===== config.mk =====
export PLATFORM = sky130hd
export DESIGN_NAME = servant_uart_rx
export DESIGN_NICKNAME = d
export VERILOG_FILES = /design/src/rtl/servant_uart_rx.sv
export SDC_FILE = /design/constraint.sdc
export NUM_CORES = 1
export LEC_CHECK = 0
export BUFFER_PORTS_ARGS = -buffer_cell sky130_fd_sc_hd__buf_2
export CAP_MARGIN = 20
export CORE_MARGIN = 4
export CORE_UTILIZATION = 30
export CTS_BUF_LIST = sky130_fd_sc_hd__clkbuf_16
export DETAILED_ROUTE_END_ITERATION = 8
export PLACE_DENSITY = 0.53
export SLEW_MARGIN = 20
export SYNTH_ARGS = -nofsm -noshare
export SYNTH_HDL_FRONTEND = slang
export SYNTH_SLANG_ARGS = --single-unit

===== constraint.sdc =====
create_clock -name wb_clk -period 7.4 [get_ports wb_clk]
set_input_delay 0.37 -clock wb_clk [delete_from_list [all_inputs] [get_ports wb_clk]]
set_output_delay 0.37 -clock wb_clk [all_outputs]
set_load 0.02 [all_outputs]

===== src/rtl/servant_uart_rx.sv =====
// Wishbone-attached 8N1 UART receiver for the servant SoC.
// A fixed clocks-per-bit divider feeds a small byte FIFO; o_irq is high while data is pending.
module servant_uart_rx #(
  parameter int clks_per_bit    = 139,
  parameter int fifo_depth_log2 = 2
) (
  input  logic        wb_clk,
  input  logic        wb_rst_n,
  input  logic        i_wb_adr,
  input  logic [31:0] i_wb_dat,
  input  logic        i_wb_we,
  input  logic        i_wb_cyc,
  output logic [31:0] o_wb_rdt,
  output logic        o_wb_ack,
  input  logic        i_uart_rx,
  output logic        o_irq
);

  // state     | meaning
  // IDLE      | waiting for a low level on rxs
  // START     | mid-start-bit recheck (glitch filter)
  // DATA      | sampling 8 data bits, LSB first
  // STOP      | sampling the stop bit
  // WAIT_HIGH | framing error seen; hold off until the line returns high
  localparam logic [2:0] IDLE      = 3'd0;
  localparam logic [2:0] START     = 3'd1;
  localparam logic [2:0] DATA      = 3'd2;
  localparam logic [2:0] STOP      = 3'd3;
  localparam logic [2:0] WAIT_HIGH = 3'd4;

  localparam int CW    = $clog2(clks_per_bit);
  localparam int D     = fifo_depth_log2;
  localparam int DEPTH = 1 << D;
  localparam logic [CW-1:0] HALF_LOAD = CW'(clks_per_bit / 2 - 1);
  localparam logic [CW-1:0] FULL_LOAD = CW'(clks_per_bit - 1);

  logic          r_rx_meta;
  logic          r_rxs;
  logic [2:0]    r_state;
  logic [CW-1:0] r_cnt;
  logic [2:0]    r_bit_idx;
  logic [7:0]    r_shift;
  logic [7:0]    r_mem [DEPTH];
  logic [D:0]    r_wptr;
  logic [D:0]    r_rptr;
  logic          r_ovr;
  logic          r_ferr;

  logic          w_cnt_zero;
  logic          w_push_req;
  logic          w_ferr_set;
  logic [D:0]    w_count;
  logic          w_empty;
  logic          w_full;
  logic          w_ack_cycle;
  logic          w_pop;
  logic          w_push;
  logic          w_ovr_set;
  logic          w_clr_ovr;
  logic          w_clr_ferr;
  logic [7:0]    w_head;
  logic [31:0]   w_status;
  logic          w_unused_dat;

  always_ff @(posedge wb_clk or negedge wb_rst_n) begin
    if (!wb_rst_n) begin
      r_rx_meta <= 1'b1;
      r_rxs     <= 1'b1;
    end else begin
      r_rx_meta <= i_uart_rx;
      r_rxs     <= r_rx_meta;
    end
  end

  assign w_cnt_zero = (r_cnt == '0);
  assign w_push_req = (r_state == STOP) && w_cnt_zero && r_rxs;
  assign w_ferr_set = (r_state == STOP) && w_cnt_zero && !r_rxs;

  always_ff @(posedge wb_clk or negedge wb_rst_n) begin
    if (!wb_rst_n) begin
      r_state   <= IDLE;
      r_cnt     <= '0;
      r_bit_idx <= '0;
      r_shift   <= '0;
    end else begin
      case (r_state)
        IDLE: begin
          if (!r_rxs) begin
            r_cnt   <= HALF_LOAD;
            r_state <= START;
          end
        end
        START: begin
          if (!w_cnt_zero) begin
            r_cnt <= r_cnt - 1'b1;
          end else if (!r_rxs) begin
            r_cnt     <= FULL_LOAD;
            r_bit_idx <= '0;
            r_state   <= DATA;
          end else begin
            r_state <= IDLE;
          end
        end
        DATA: begin
          if (!w_cnt_zero) begin
            r_cnt <= r_cnt - 1'b1;
          end else begin
            r_shift <= {r_rxs, r_shift[7:1]};
            r_cnt   <= FULL_LOAD;
            if (r_bit_idx == 3'd7) r_state <= STOP;
            else r_bit_idx <= r_bit_idx + 1'b1;
          end
        end
        STOP: begin
          if (!w_cnt_zero) r_cnt <= r_cnt - 1'b1;
          else r_state <= r_rxs ? IDLE : WAIT_HIGH;
        end
        WAIT_HIGH: begin
          if (r_rxs) r_state <= IDLE;
        end
        default: r_state <= IDLE;
      endcase
    end
  end

  assign w_count     = r_wptr - r_rptr;
  assign w_empty     = (w_count == '0);
  assign w_full      = (w_count == (D + 1)'(DEPTH));
  assign w_ack_cycle = i_wb_cyc && !o_wb_ack;
  assign w_pop       = w_ack_cycle && !i_wb_we && !i_wb_adr && !w_empty;
  // A pop in the same cycle frees the slot, so a full FIFO can still accept the byte.
  assign w_push      = w_push_req && (!w_full || w_pop);
  assign w_ovr_set   = w_push_req && w_full && !w_pop;
  assign w_clr_ovr   = w_ack_cycle && i_wb_we && i_wb_adr && i_wb_dat[1];
  assign w_clr_ferr  = w_ack_cycle && i_wb_we && i_wb_adr && i_wb_dat[2];
  assign w_head      = r_mem[r_rptr[D-1:0]];
  assign w_status    = {24'b0, 5'(w_count), r_ferr, r_ovr, !w_empty};
  assign w_unused_dat = ^{i_wb_dat[31:3], i_wb_dat[0]};

  always_ff @(posedge wb_clk) begin
    if (w_push) r_mem[r_wptr[D-1:0]] <= r_shift;
  end

  always_ff @(posedge wb_clk or negedge wb_rst_n) begin
    if (!wb_rst_n) begin
      r_wptr   <= '0;
      r_rptr   <= '0;
      r_ovr    <= 1'b0;
      r_ferr   <= 1'b0;
      o_wb_ack <= 1'b0;
      o_wb_rdt <= '0;
      o_irq    <= 1'b0;
    end else begin
      if (w_push) r_wptr <= r_wptr + 1'b1;
      if (w_pop)  r_rptr <= r_rptr + 1'b1;
      // Set wins over a simultaneous write-1-to-clear.
      r_ovr    <= (r_ovr && !w_clr_ovr) || w_ovr_set;
      r_ferr   <= (r_ferr && !w_clr_ferr) || w_ferr_set;
      o_wb_ack <= w_ack_cycle;
      if (w_ack_cycle) o_wb_rdt <= i_wb_adr ? w_status : {24'b0, w_empty ? 8'h00 : w_head};
      o_irq    <= !w_empty;
    end
  end

endmodule


==> metrics.sh <==
GP_ROUTABILITY_CONGESTION=0.765
SETUP_TOTAL_NEGATIVE_SLACK_PS=0
FINAL_HOLD_VIOS=0
SYNTH.TOP_CELLS.BY_AREA='dfrtp_1 28%, edfxtp_1 27%, buf_4 5.1%, mux4_2 5.1%, mux2_2 3.5%'
CTS_MAX_LEVEL=3
R2R-END='r_mem[3][1]'
ROUTEDWLPERCELL_UM=14.8
TIMING.CLOCK.SKEW_PS=3.12
YS.FLOP_TYPE='dfrtp_1'
CTSLONGESTPATHBUFFERS=2
DETAILROUTE.VIA_COUNT=2064
UTILIZATION_PCT=34.6
FIRST_GLOBAL_VIAS=2119
TIMING.HOLD.WORST.START='i_uart_rx'
TIMING.HOLD.WORST_PATH_DEPTH=1
CTS_SETUP_BUFFERS=0
WL_UM=6530
REGTOREGSETUPSLACK_PS=4330
CTS_BUFFERS=9
PIN_COUNT_OF_THE_BIGGEST_NET_ENTERING_GLOBAL_ROUTING=43
CTS_HOLD_REPAIR.BUFFERS=0
DETAIL-ROUTE-ANTENNA-NETS=0
YS_FF_LATCH=74
VDD_DROP_MAX_mV=0.162
SYNTH_SEQ_AREA_SHARE_PCT=57.0
DESIGN.PORTCOUNT=72
SYNTH.MOST_COMMON_CELL='dfrtp_1'
SETUP.WORST_PATH.START_CLASS='register'
CLOCKROOTBUFFER='clkbuf_16'
CRITICAL_PATH_ARRIVAL_PS=3050
MAX_STAGE_DELAY_PS=600
CRIT_PATH_END_KIND='register'
ANTENNADIODECOUNT=0
WORST-SETUP-PATH-TYPE='register to register'
SYNTH_AREA_LEADER_CELL='dfrtp_1'
SYNTH_TOP_CELL_AREA_SHARE_PCT=28.3
IO_BUFFERS=17
P_PER_AREA_mW_PER_MM2=264
SYNTH_WARNINGS=0
DRV.MAX_CAP_VIOLATION_COUNT=0
CTS_NUM_SINKS=74
PATH_CLK_SLEW_PS=60
LAYOUT_WORST_PATH_CYCLE_SHARE_PCT=41.6
CORE_MM2=0.0115
SYN_AREA_PER_CELL_UM2=12.9
TIMING.CRITICAL_PATH.REQUIRED_PS=7380
DIE-AREA_MM2=0.0136
POST_DRT_VIA_CELL_RATIO=4.68
DRT_PRE_ANTENNA_ITERS=4
REGTOREGSTARTPOINT='r_rptr[0]'
GRT_SETUP_UNREPAIRED='false'
CTS-RESIZED-GATES=0
NUMBER_OF_FLOPS_MAPPED_TO_ENABLE_CELLS_BY_YOSYS=32
TIMING.HOLD.WORST_ENDPOINT='r_rx_meta'
OUTCOME='finished, final reports clean'
DRTITER0DRC=100
HP-CLASS='primary input to register'
GRT_USAGE_PCT=10.8
TRITONCTS='built'
DETAILED_PLACE_HPWL_UM=4490
CELLLEAKAGEPOWER_uW=0.00174
TIMING.FMAX_GHz=0.325
SYNTH.LIB_CELLS_USED.DISTINCT=51
GLOBAL_ROUTE_WIRE_LENGTH_BEFORE_REPAIR_UM=11100
FLOORPLAN.DIE.HEIGHT_UM=117
COUNT_OF_STANDARD_CELL_ROWS=39
RELSLEWSLACK_PCT=36.4
REG2REG_DEPTH=6
SYNTH_CELLS=273
WORSTMARGINPINSLEW_PS=954
DIE_W_UM=117
CRITICAL_PATH_PEAK_FANOUT=11
ANTENNA_FOUND_INITIAL=0
CRIT_CHAIN='ha_1, fa_1, xor3_1, nor3b_2, nor4b_4, and2_1'
WORST_PATH_MAX_DELAY_CELL='dfrtp_1'
PERIOD_NEEDED_PS=3070
SYNTHESIS_TO_FINISH_AREA_GROWTH_PCT=12.3
DRC=0
FINALNETCOUNT=341
CLOCK_INSERTION_DELAY_WORST_SKEW_PS=330
INITIAL_CORE_UTIL_PCT=30.8
POST_SYNTH_MOST_FREQUENT_CELLS='40 x dfrtp_1, 32 x edfxtp_1, 24 x buf_4, 23 x nand2_1, 15 x inv_1'
GLOBALROUTE.TOTALOVERFLOW=0
ASYNC_FLOP_SHARE_PCT=56.8
SLEW_VIOL_FINAL=0
SYNTH_AREA_MM2=0.00353
POST_ROUTE_CELLS_DRIVE_ABOVE_1_SHARE_PCT=21.1
FINALSETUPVIOLCOUNT=0
state kept, by name, indices dropped and copies added, names as in the netlist:
name       flops
r_rptr         3
r_bit_idx      3
r_rx_meta      1
r_ferr         1
r_shift        8
r_ovr          1
r_rxs          1
r_cnt          8
o_wb_ack       1
o_wb_rdt       8
r_mem         32
o_irq          1
r_wptr         3
r_state        3
cells in the final DEF (no fill, tap or decap), types with 4 or more instances in the layout:
cell type   n
conb_1     24
a211oi_1    6
buf_2      17
edfxtp_1   32
nand3_1     6
dfrtp_1    40
mux4_2      8
clkbuf_16   9
ha_1        9
nor2_1     11
a21oi_1     8
nand2_1    23
mux2_2     11
o22a_1      4
and2_1      5
inv_1      16
o21ai_0    10
metrics by stage:
step	setup slack, ps	hold slack [ps]	cells	area (um^2)	total power [uW]
final	4330	143	441	3970	1050
after global routing	4100	135	441	3970	1100
after CTS	4220	133	441	3970	1070
after detailed placement	4240	347	425	3680	634
after global placement	4310	346	425	3680	632
after floorplan	4940	74.4	296	3620	599
where the power goes:
part,internal [uW],switching [uW],leakage (uW)
Clock,261,167,0.000147
Sequential,446,37.8,0.000908
Combinational,60.1,77.5,0.000681
layer usage:
layer / vias to the layer above / share of wire (%) / routed length [um] / GRT usage (%)
li1: 984 / - / - / -
met1: 1017 / 45 / 2970 / 13.9
met2: 56 / 48 / 3120 / 17.0
met5: - / 0 / 0 / 0
met4: 0 / 1.5 / 96 / 5.05
met3: 7 / 5.3 / 344 / 2.95
cells by family after synthesis:
logic type,count (synthesis),share of synthesized area [%]
buf+inv,46,7.50
compound gates,44,8.18
simple gates,68,11.3
flops,74,57.0
fa+ha+maj,10,3.75
mux,24,10.3
other cells,1,0.106
xor+xnor,6,1.91
worst max-delay path by stage:
stage | startpoint | to | slack [ps] | cells after the start
3_5_place_dp | r_rptr[0] | r_mem[3][3] | 4240 | 6
3_3_place_gp | r_rptr[0] | r_mem[3][3] | 4310 | 6
5_1_grt | r_rptr[0] | r_mem[3][6] | 4100 | 6
6_report | r_rptr[0] | r_mem[3][1] | 4330 | 6
4_1_cts | r_rptr[0] | r_mem[3][2] | 4220 | 6
2_1_floorplan | r_wptr[0] | r_mem[3][0] | 4940 | 7
final cells by class:
cell class | instances | area [um^2]
clock inverters | 7 | 68.8
well taps | 143 | 179
repair buffers | 17 | 85.1
clock buffers | 9 | 225
flip-flops and latches | 74 | 2010
fillers | 1092 | 7500
multi-input cells | 176 | 1340
inverters | 15 | 56.3
worst max-delay path, delay by kind of cell (launching register included):
kind	cells	cell delay [ps]
XOR/XNOR	1	240
flip-flops	1	600
AND/OR/NAND/NOR	3	1170
adder cells (fa/ha/maj)	2	700
No activity file was read; power rests on OpenSTA's default activity.
